[src/rtl/abs_multichannel_ctrl.sv]
// rtl/abs_multichannel_ctrl.sv - N-channel ABS pressure-modulation controller with shared recovery pump
// Optional brake debounce: ABS_BRAKE_DEBOUNCE_EN
module abs_multichannel_ctrl #(
    parameter int N_CH        = 4,
    parameter int SPD_W       = 8,
    parameter int SLIP_PCT    = 20,
    parameter int TURN_PCT    = 10,
    parameter int RELEASE_CYC = 3,
    parameter int HOLD_CYC    = 2,
    parameter int REAPPLY_CYC = 2,
    parameter int PUMP_HOLD   = 4,
    parameter int DEB_CYCLES  = 3
) (
    input  logic                  clk,
    input  logic                  reset,
    input  logic [N_CH*SPD_W-1:0] wheel_speed,
    input  logic [SPD_W-1:0]      vehicle_speed,
    input  logic [1:0]            direction,
    input  logic                  brake_signal,
    input  logic                  engine_status,
    output logic [N_CH-1:0]       inlet_close,
    output logic [N_CH-1:0]       outlet_open,
    output logic                  recovery_pump,
    output logic                  dir_fault
);
    localparam int MAXC_A = (RELEASE_CYC > HOLD_CYC) ? RELEASE_CYC : HOLD_CYC;
    localparam int MAXC   = (MAXC_A > REAPPLY_CYC) ? MAXC_A : REAPPLY_CYC;
    localparam int CW     = $clog2(MAXC) + 1;
    localparam int TW     = SPD_W + 7;
    localparam int PW     = $clog2(PUMP_HOLD + 1) + 1;

    if (N_CH < 1 || N_CH > 8 || SLIP_PCT + TURN_PCT > 100 || RELEASE_CYC < 1 ||
        HOLD_CYC < 1 || REAPPLY_CYC < 1 || PUMP_HOLD < 0 || DEB_CYCLES < 1) begin : g_param_check
        $error("abs_multichannel_ctrl: parameter out of range");
    end

    typedef enum logic [2:0] {
        S_NORMAL, S_ANTILOCK, S_RELEASE, S_HOLD, S_REAPPLY
    } state_t;

    state_t          state_q [N_CH];
    state_t          state_d [N_CH];
    logic [CW-1:0]   cnt_q   [N_CH];
    logic [CW-1:0]   cnt_d   [N_CH];
    logic            brk_q, brk_d;
    logic [N_CH-1:0] inlet_close_q, inlet_close_d;
    logic [N_CH-1:0] outlet_open_q, outlet_open_d;
    logic            recovery_pump_q, recovery_pump_d;
    logic [PW-1:0]   pump_tmr_q, pump_tmr_d;
    logic            dir_fault_q, dir_fault_d;
    logic [N_CH-1:0] slip_hi;
    logic [6:0]      thr;
    logic [TW-1:0]   thr_prod;
    logic            go;

`ifdef ABS_BRAKE_DEBOUNCE_EN
    localparam int DW = $clog2(DEB_CYCLES) + 1;
    logic [DW-1:0] deb_cnt_q, deb_cnt_d;

    always_comb begin
        brk_d     = brk_q;
        deb_cnt_d = '0;
        if (brake_signal != brk_q) begin
            if (deb_cnt_q >= DW'(DEB_CYCLES - 1)) brk_d = brake_signal;
            else deb_cnt_d = deb_cnt_q + 1'b1;
        end
    end

    always_ff @(posedge clk or posedge reset) begin
        if (reset) deb_cnt_q <= '0;
        else       deb_cnt_q <= deb_cnt_d;
    end
`else
    always_comb brk_d = brake_signal;
`endif

    assign go = brk_q && engine_status;

    // Threshold side (thr*vehicle) is shared; the diff side is per channel at full width.
    always_comb begin
        thr      = (direction == 2'b01 || direction == 2'b10) ? 7'(SLIP_PCT + TURN_PCT) : 7'(SLIP_PCT);
        thr_prod = TW'(thr) * TW'(vehicle_speed);
        slip_hi  = '0;
        for (int i = 0; i < N_CH; i++) begin
            slip_hi[i] = (vehicle_speed > wheel_speed[i*SPD_W +: SPD_W]) &&
                         ((TW'(vehicle_speed) - TW'(wheel_speed[i*SPD_W +: SPD_W])) * TW'(100) > thr_prod);
        end
    end

    always_comb begin
        for (int i = 0; i < N_CH; i++) begin
            state_d[i] = state_q[i];
            cnt_d[i]   = (cnt_q[i] == {CW{1'b1}}) ? cnt_q[i] : cnt_q[i] + 1'b1;
            if (!go) begin
                state_d[i] = S_NORMAL;
            end else begin
                case (state_q[i])
                    S_NORMAL:   state_d[i] = S_ANTILOCK;
                    S_ANTILOCK: if (slip_hi[i]) state_d[i] = S_RELEASE;
                    S_RELEASE:  if (cnt_q[i] >= CW'(RELEASE_CYC - 1) && !slip_hi[i]) state_d[i] = S_HOLD;
                    S_HOLD: begin
                        if (slip_hi[i])                            state_d[i] = S_RELEASE;
                        else if (cnt_q[i] >= CW'(HOLD_CYC - 1))    state_d[i] = S_REAPPLY;
                    end
                    S_REAPPLY: begin
                        if (slip_hi[i])                            state_d[i] = S_RELEASE;
                        else if (cnt_q[i] >= CW'(REAPPLY_CYC - 1)) state_d[i] = S_ANTILOCK;
                    end
                    default:    state_d[i] = S_NORMAL;
                endcase
            end
            if (state_d[i] != state_q[i] || state_d[i] == S_NORMAL) cnt_d[i] = '0;
        end
    end

    // Outputs decode the next state so valves move on the same edge as the FSM.
    always_comb begin
        inlet_close_d   = '0;
        outlet_open_d   = '0;
        for (int i = 0; i < N_CH; i++) begin
            inlet_close_d[i] = (state_d[i] == S_RELEASE) || (state_d[i] == S_HOLD);
            outlet_open_d[i] = (state_d[i] == S_RELEASE);
        end
        recovery_pump_d = (|inlet_close_d) || (pump_tmr_q != '0);
        if (|inlet_close_d)         pump_tmr_d = PW'(PUMP_HOLD);
        else if (pump_tmr_q != '0)  pump_tmr_d = pump_tmr_q - 1'b1;
        else                        pump_tmr_d = '0;
        dir_fault_d = (direction == 2'b11);
    end

    always_ff @(posedge clk or posedge reset) begin
        if (reset) begin
            for (int i = 0; i < N_CH; i++) begin
                state_q[i] <= S_NORMAL;
                cnt_q[i]   <= '0;
            end
            brk_q           <= 1'b0;
            inlet_close_q   <= '0;
            outlet_open_q   <= '0;
            recovery_pump_q <= 1'b0;
            pump_tmr_q      <= '0;
            dir_fault_q     <= 1'b0;
        end else begin
            for (int i = 0; i < N_CH; i++) begin
                state_q[i] <= state_d[i];
                cnt_q[i]   <= cnt_d[i];
            end
            brk_q           <= brk_d;
            inlet_close_q   <= inlet_close_d;
            outlet_open_q   <= outlet_open_d;
            recovery_pump_q <= recovery_pump_d;
            pump_tmr_q      <= pump_tmr_d;
            dir_fault_q     <= dir_fault_d;
        end
    end

    assign inlet_close   = inlet_close_q;
    assign outlet_open   = outlet_open_q;
    assign recovery_pump = recovery_pump_q;
    assign dir_fault     = dir_fault_q;
endmodule
[config.mk]
export PLATFORM = sky130hd
export DESIGN_NAME = abs_multichannel_ctrl
export DESIGN_NICKNAME = d
export VERILOG_FILES = /design/src/rtl/abs_multichannel_ctrl.sv
export SDC_FILE = /design/constraint.sdc
export NUM_CORES = 1
export LEC_CHECK = 0
export CAP_MARGIN = 20
export CORE_MARGIN = 10
export CORE_UTILIZATION = 44
export DETAILED_ROUTE_END_ITERATION = 8
export GPL_TIMING_DRIVEN = 0
export SLEW_MARGIN = 20
export SYNTH_ARGS = -nofsm -noshare
export SYNTH_HDL_FRONTEND = slang
export SYNTH_SLANG_ARGS = --single-unit
[constraint.sdc]
create_clock -name clk -period 2.6 [get_ports clk]
set_input_delay 0.78 -clock clk [delete_from_list [all_inputs] [get_ports clk]]
set_output_delay 0.78 -clock clk [all_outputs]
set_load 0.005 [all_outputs]
# Word level (Yosys, flattened, before mapping)
# Cells that the tools add are included.
[word_totals]
register_bits = 39
inputBits = 46
out_inout_bits = 10
[op_classes]
n_addsub = 9
mul = 5
magnitude_cmp = 16
eq_ne = 39
muxes = 43
reduce_logical = 33
[op_table]
columns = ["cell", "n"]
rows = [
  ["3-bit two-way mux", 36],
  ["15-bit by 13-bit greater-than comparator with 1-bit output", 4],
  ["15-bit by 5-bit multiplier with 13-bit output, second input constant", 4],
  ["3-bit case mux with 5 select lines", 4],
  ["3-bit by 2-bit equality test with 1-bit output, second input constant", 16],
  ["8-bit by 8-bit subtractor with 9-bit output", 4],
  ["8-bit greater-than comparator", 4],
  ["3-bit equality test, second input constant", 8],
  ["3-bit zero test", 8],
  ["5-bit by 8-bit multiplier with 13-bit output", 1],
  ["3-bit by 1-bit adder with 3-bit output, second input constant", 4],
  ["3-bit by 1-bit equality test with 1-bit output, second input constant", 4],
  ["3-bit by 1-bit greater-or-equal comparator with 1-bit output, second input constant", 4],
  ["3-bit by 2-bit greater-or-equal comparator with 1-bit output, second input constant", 4],
  ["4-bit two-way mux", 3],
  ["3-bit != test", 4],
  ["1-bit logical OR", 10],
  ["1-bit logical AND", 9],
  ["2-bit by 1-bit != test with 1-bit output, second input constant", 4],
  ["2-bit equality test, second input constant", 2],
  ["1-bit zero test", 4],
  ["4-bit nonzero test", 1],
  ["4-bit OR reduction", 1],
  ["4-bit by 1-bit subtractor with 4-bit output, second input constant", 1],
  ["2-bit by 1-bit equality test with 1-bit output, second input constant", 1],
]

# Depth between registers and ports, before layout
[depth]
depth_word = 15
ltp_mapped = 29
ltp_nobuf = 28

# Least setup slack after synthesis
# OpenSTA, ideal clock, no wires.
[synth_path]
path_type = "input-to-reg"
start = "input direction[0]"
end = "register pump_tmr_q[2]"
setup_ns = 0.124
arrival_time_ns = 6.702
slack_ns = -4.225
stages = 27
path_cell_list = "ha_1 > clkbuf_1 > and2_1 > fa_1 > fa_1 > ha_1 > ha_1 > inv_1 > fa_1 > inv_1 > a21oi_1 > o21ai_0 > and2_1 > o21ai_0 > nand2b_1 > a21o_1 > a21oi_1 > xor2_1 > ha_1 > a211o_1 > a221o_1 > a31oi_1 > o311ai_0 > o31ai_4 > a21oi_2 > or4_4 > a211o_1"
[synth_lines]
columns = ["item", "line", "source"]
rows = [
  ["start: declaration", "18", "input logic [1:0] direction,"],
  ["end signal: assignment", "152", "pump_tmr_q <= pump_tmr_d;"],
  ["end: declaration", "49", "logic [PW-1:0] pump_tmr_q, pump_tmr_d;"],
]

==> flow_summary.json <==
{
  "crit_path_start_kind": "input pin",
  "antennaDiodeCount": 0,
  "ant_nets": 0,
  "setup_viol": 37,
  "violations": "negative setup slack",
  "syn_inst": 1048,
  "die_h_um": 161.4,
  "hpwl_um": 17490,
  "cts_root_buf": "clkbuf_16",
  "synth-seq-area-share": 0.1109,
  "cts_tree": "done",
  "dpl_worst_slack_ns": -5.339,
  "crit_fanout": 5,
  "ctsHoldBuffers": 0,
  "yosys_warnings": 0,
  "syn_area_um2": 8800,
  "clk_pin_slew_ns": 0.06,
  "synth_edf_count": 0,
  "hold_class": "flop to flop",
  "ys_async_sr_fraction": 1.000,
  "vias": 8060,
  "reg2reg_slack_ns": 0.02,
  "drive_above_1_share": 0.3066,
  "fmax_mhz": 156.8,
  "fin_skew_ns": 0.001926,
  "grt_first_pass_wirelength_um": 38980,
  "cpMaxStageDelayCell": "or4_4",
  "yosys.area.top_type": "ha_1",
  "syn_nets": 1352,
  "antenna_found_initial": 0,
  "via_per_inst": 5.417,
  "final_nets": 1526,
  "wl_per_cell_um": 16.34,
  "slew_headroom": 0.4403,
  "critical_path_required_ns": 2.77,
  "drc_errors": 0,
  "ios": 56,
  "critPathKind": "input pin to flop",
  "ys_top_cells_by_area": "ha_1 (30%), fa_1 (11%), dfrtp_1 (11%)",
  "cts-buffers-inserted": 5,
  "avgSynthCellArea_um2": 8.397,
  "die_x_um": 161.4,
  "cts_buffer_depth": 2,
  "ys_ff_latch": 39,
  "start_util": 0.4492,
  "layout_common_cells": "ha_1 (164), inv_1 (150), buf_4 (94), nor2_1 (71), fa_1 (44)",
  "endpoint_kind": "flop",
  "wirelength_um": 24320,
  "ys_types": 69,
  "clock-sinks": 39,
  "final_common_cell": "ha_1",
  "port_buffers": 55,
  "drt_iter0_markers": 339,
  "cpPeakStageDelay_ns": 0.60,
  "track_usage": 0.1784,
  "finalHoldViolCount": 0,
  "insertion_delay_ns": 0.28,
  "arrival_ns": 6.55,
  "maxCapViolCount": 0,
  "worstMarginPinSlew_ns": 0.8308,
  "slew_viol_final": 0,
  "grt_max_degree": 32,
  "fp-row-count": 51,
  "rsz0062_at_grt": "yes",
  "synth_ff_type": "dfrtp_1",
  "status": "complete, but fails checks",
  "gp_congestion": 0.8415,
  "period_share": 2.453,
  "core_area_um2": 19590,
  "first_global_vias": 7992,
  "layout_setup_ws_ns": -3.777,
  "min_period_ns": 6.377,
  "cts.htree.levels": 2,
  "synthToLayoutAreaGrowth_pct": 40.65,
  "dieArea_um2": 26060,
  "yosysTopAreaCellShare": 0.2972,
  "grt-ovfl-total": 0,
  "firstDrtPassIters": 5
}
-- flip-flops by register name, indices dropped and copies added, names as in the netlist --
| register | count |
|---|---|
| pump_tmr_q | 4 |
| outlet_open | 4 |
| cnt_q | 12 |
| state_q | 12 |
| dir_fault | 1 |
| recovery_pump | 1 |
| brk_q | 1 |
| inlet_close | 4 |
-- cell type report --
type                       count  area, um^2
multi-input combinational    817        8675
fill                        1649        7213
timing repair buffer         168        1481
sequential                    39       975.9
inverter                     181       681.9
tap                          265       331.6
clock buffer                   6       128.9
clock inverter                 2       60.06
buffer                        10       42.54
-- synth_stat cells (8+ instances only) --
master	number
xor2_1	18
a211oi_1	18
fa_1	49
o21ai_0	40
nand2_1	25
xnor2_1	43
nor2b_1	25
nand4_1	10
nor3_1	24
inv_1	181
clkbuf_1	8
or3_1	9
o21a_1	20
nor2_1	84
a21oi_1	66
nand2b_1	12
a21o_1	18
dfrtp_1	39
nand3_1	20
ha_1	209
and2_1	12
-- layer usage --
| layer | part of all wire | GRT usage | vias to the layer above |
|---|---|---|---|
| li1 | - | - | 4016 |
| met1 | 0.45 | 0.2213 | 3885 |
| met2 | 0.52 | 0.3276 | 128 |
| met3 | 0.021 | 0.01271 | 31 |
| met4 | 0.016 | 0.04053 | 0 |
| met5 | 0 | 0 | - |
-- final timing paths --
check / start / endpoint / cells past startpoint
setup / recovery: vehicle_speed[0] / pump_tmr_q[2] / 31
hold / removal: pump_tmr_q[0] / pump_tmr_q[0] / 1
setup reg to reg: cnt_q[4] / cnt_q[5] / 11
hold reg to reg: pump_tmr_q[0] / pump_tmr_q[0] / 1
max in group asynchronous: reset / cnt_q[9] / 3
min in group asynchronous: reset / cnt_q[6] / 2
-- kinds of logic after synthesis --
kind of cell	Yosys count	synth area share
AND/OR/NAND/NOR	245	0.1399
adder cells (fa/ha/maj)	259	0.4098
flip-flops	39	0.1109
AO/OA/AOI/OAI	246	0.1894
XOR/XNOR	61	0.06071
multiplexers	6	0.006825
buffers and inverters	192	0.08247
-- critical path: cells and delay by family --
family | cells | cell delay (ns)
and+or+nand+nor | 7 | 1.30
adders and majority gates | 7 | 2.15
buffers and inverters | 7 | 0.49
xor gates and xnor gates | 2 | 0.29
AOI/OAI and AO/OA | 8 | 1.52
-- metrics by stage --
stage | hold slack (ns) | area (um^2) | utilization | TNS (ns) | instances
floorplan | 0.4255 | 8967 | - | -114.99 | 1048
global placement | 0.4505 | 9849 | 0.5028 | -171.18 | 1368
detailed placement | 0.4539 | 9869 | 0.5038 | -173.92 | 1369
CTS | 0.4623 | 11710 | 0.5976 | -126.40 | 1463
global route | 0.4973 | 12380 | 0.6318 | -131.92 | 1488
finish | 0.4595 | 12380 | 0.6318 | -123.53 | 1488
-- what timing repair did --
action,in CTS,in global routing
gates resized for setup,233,118
setup endpoints to repair,37,37
pin swaps,141,150
setup buffers,88,34
Power is left out: the tool's default activity adds up to more than one toggle a clock period on the data nets, which glitch-free logic cannot reach.
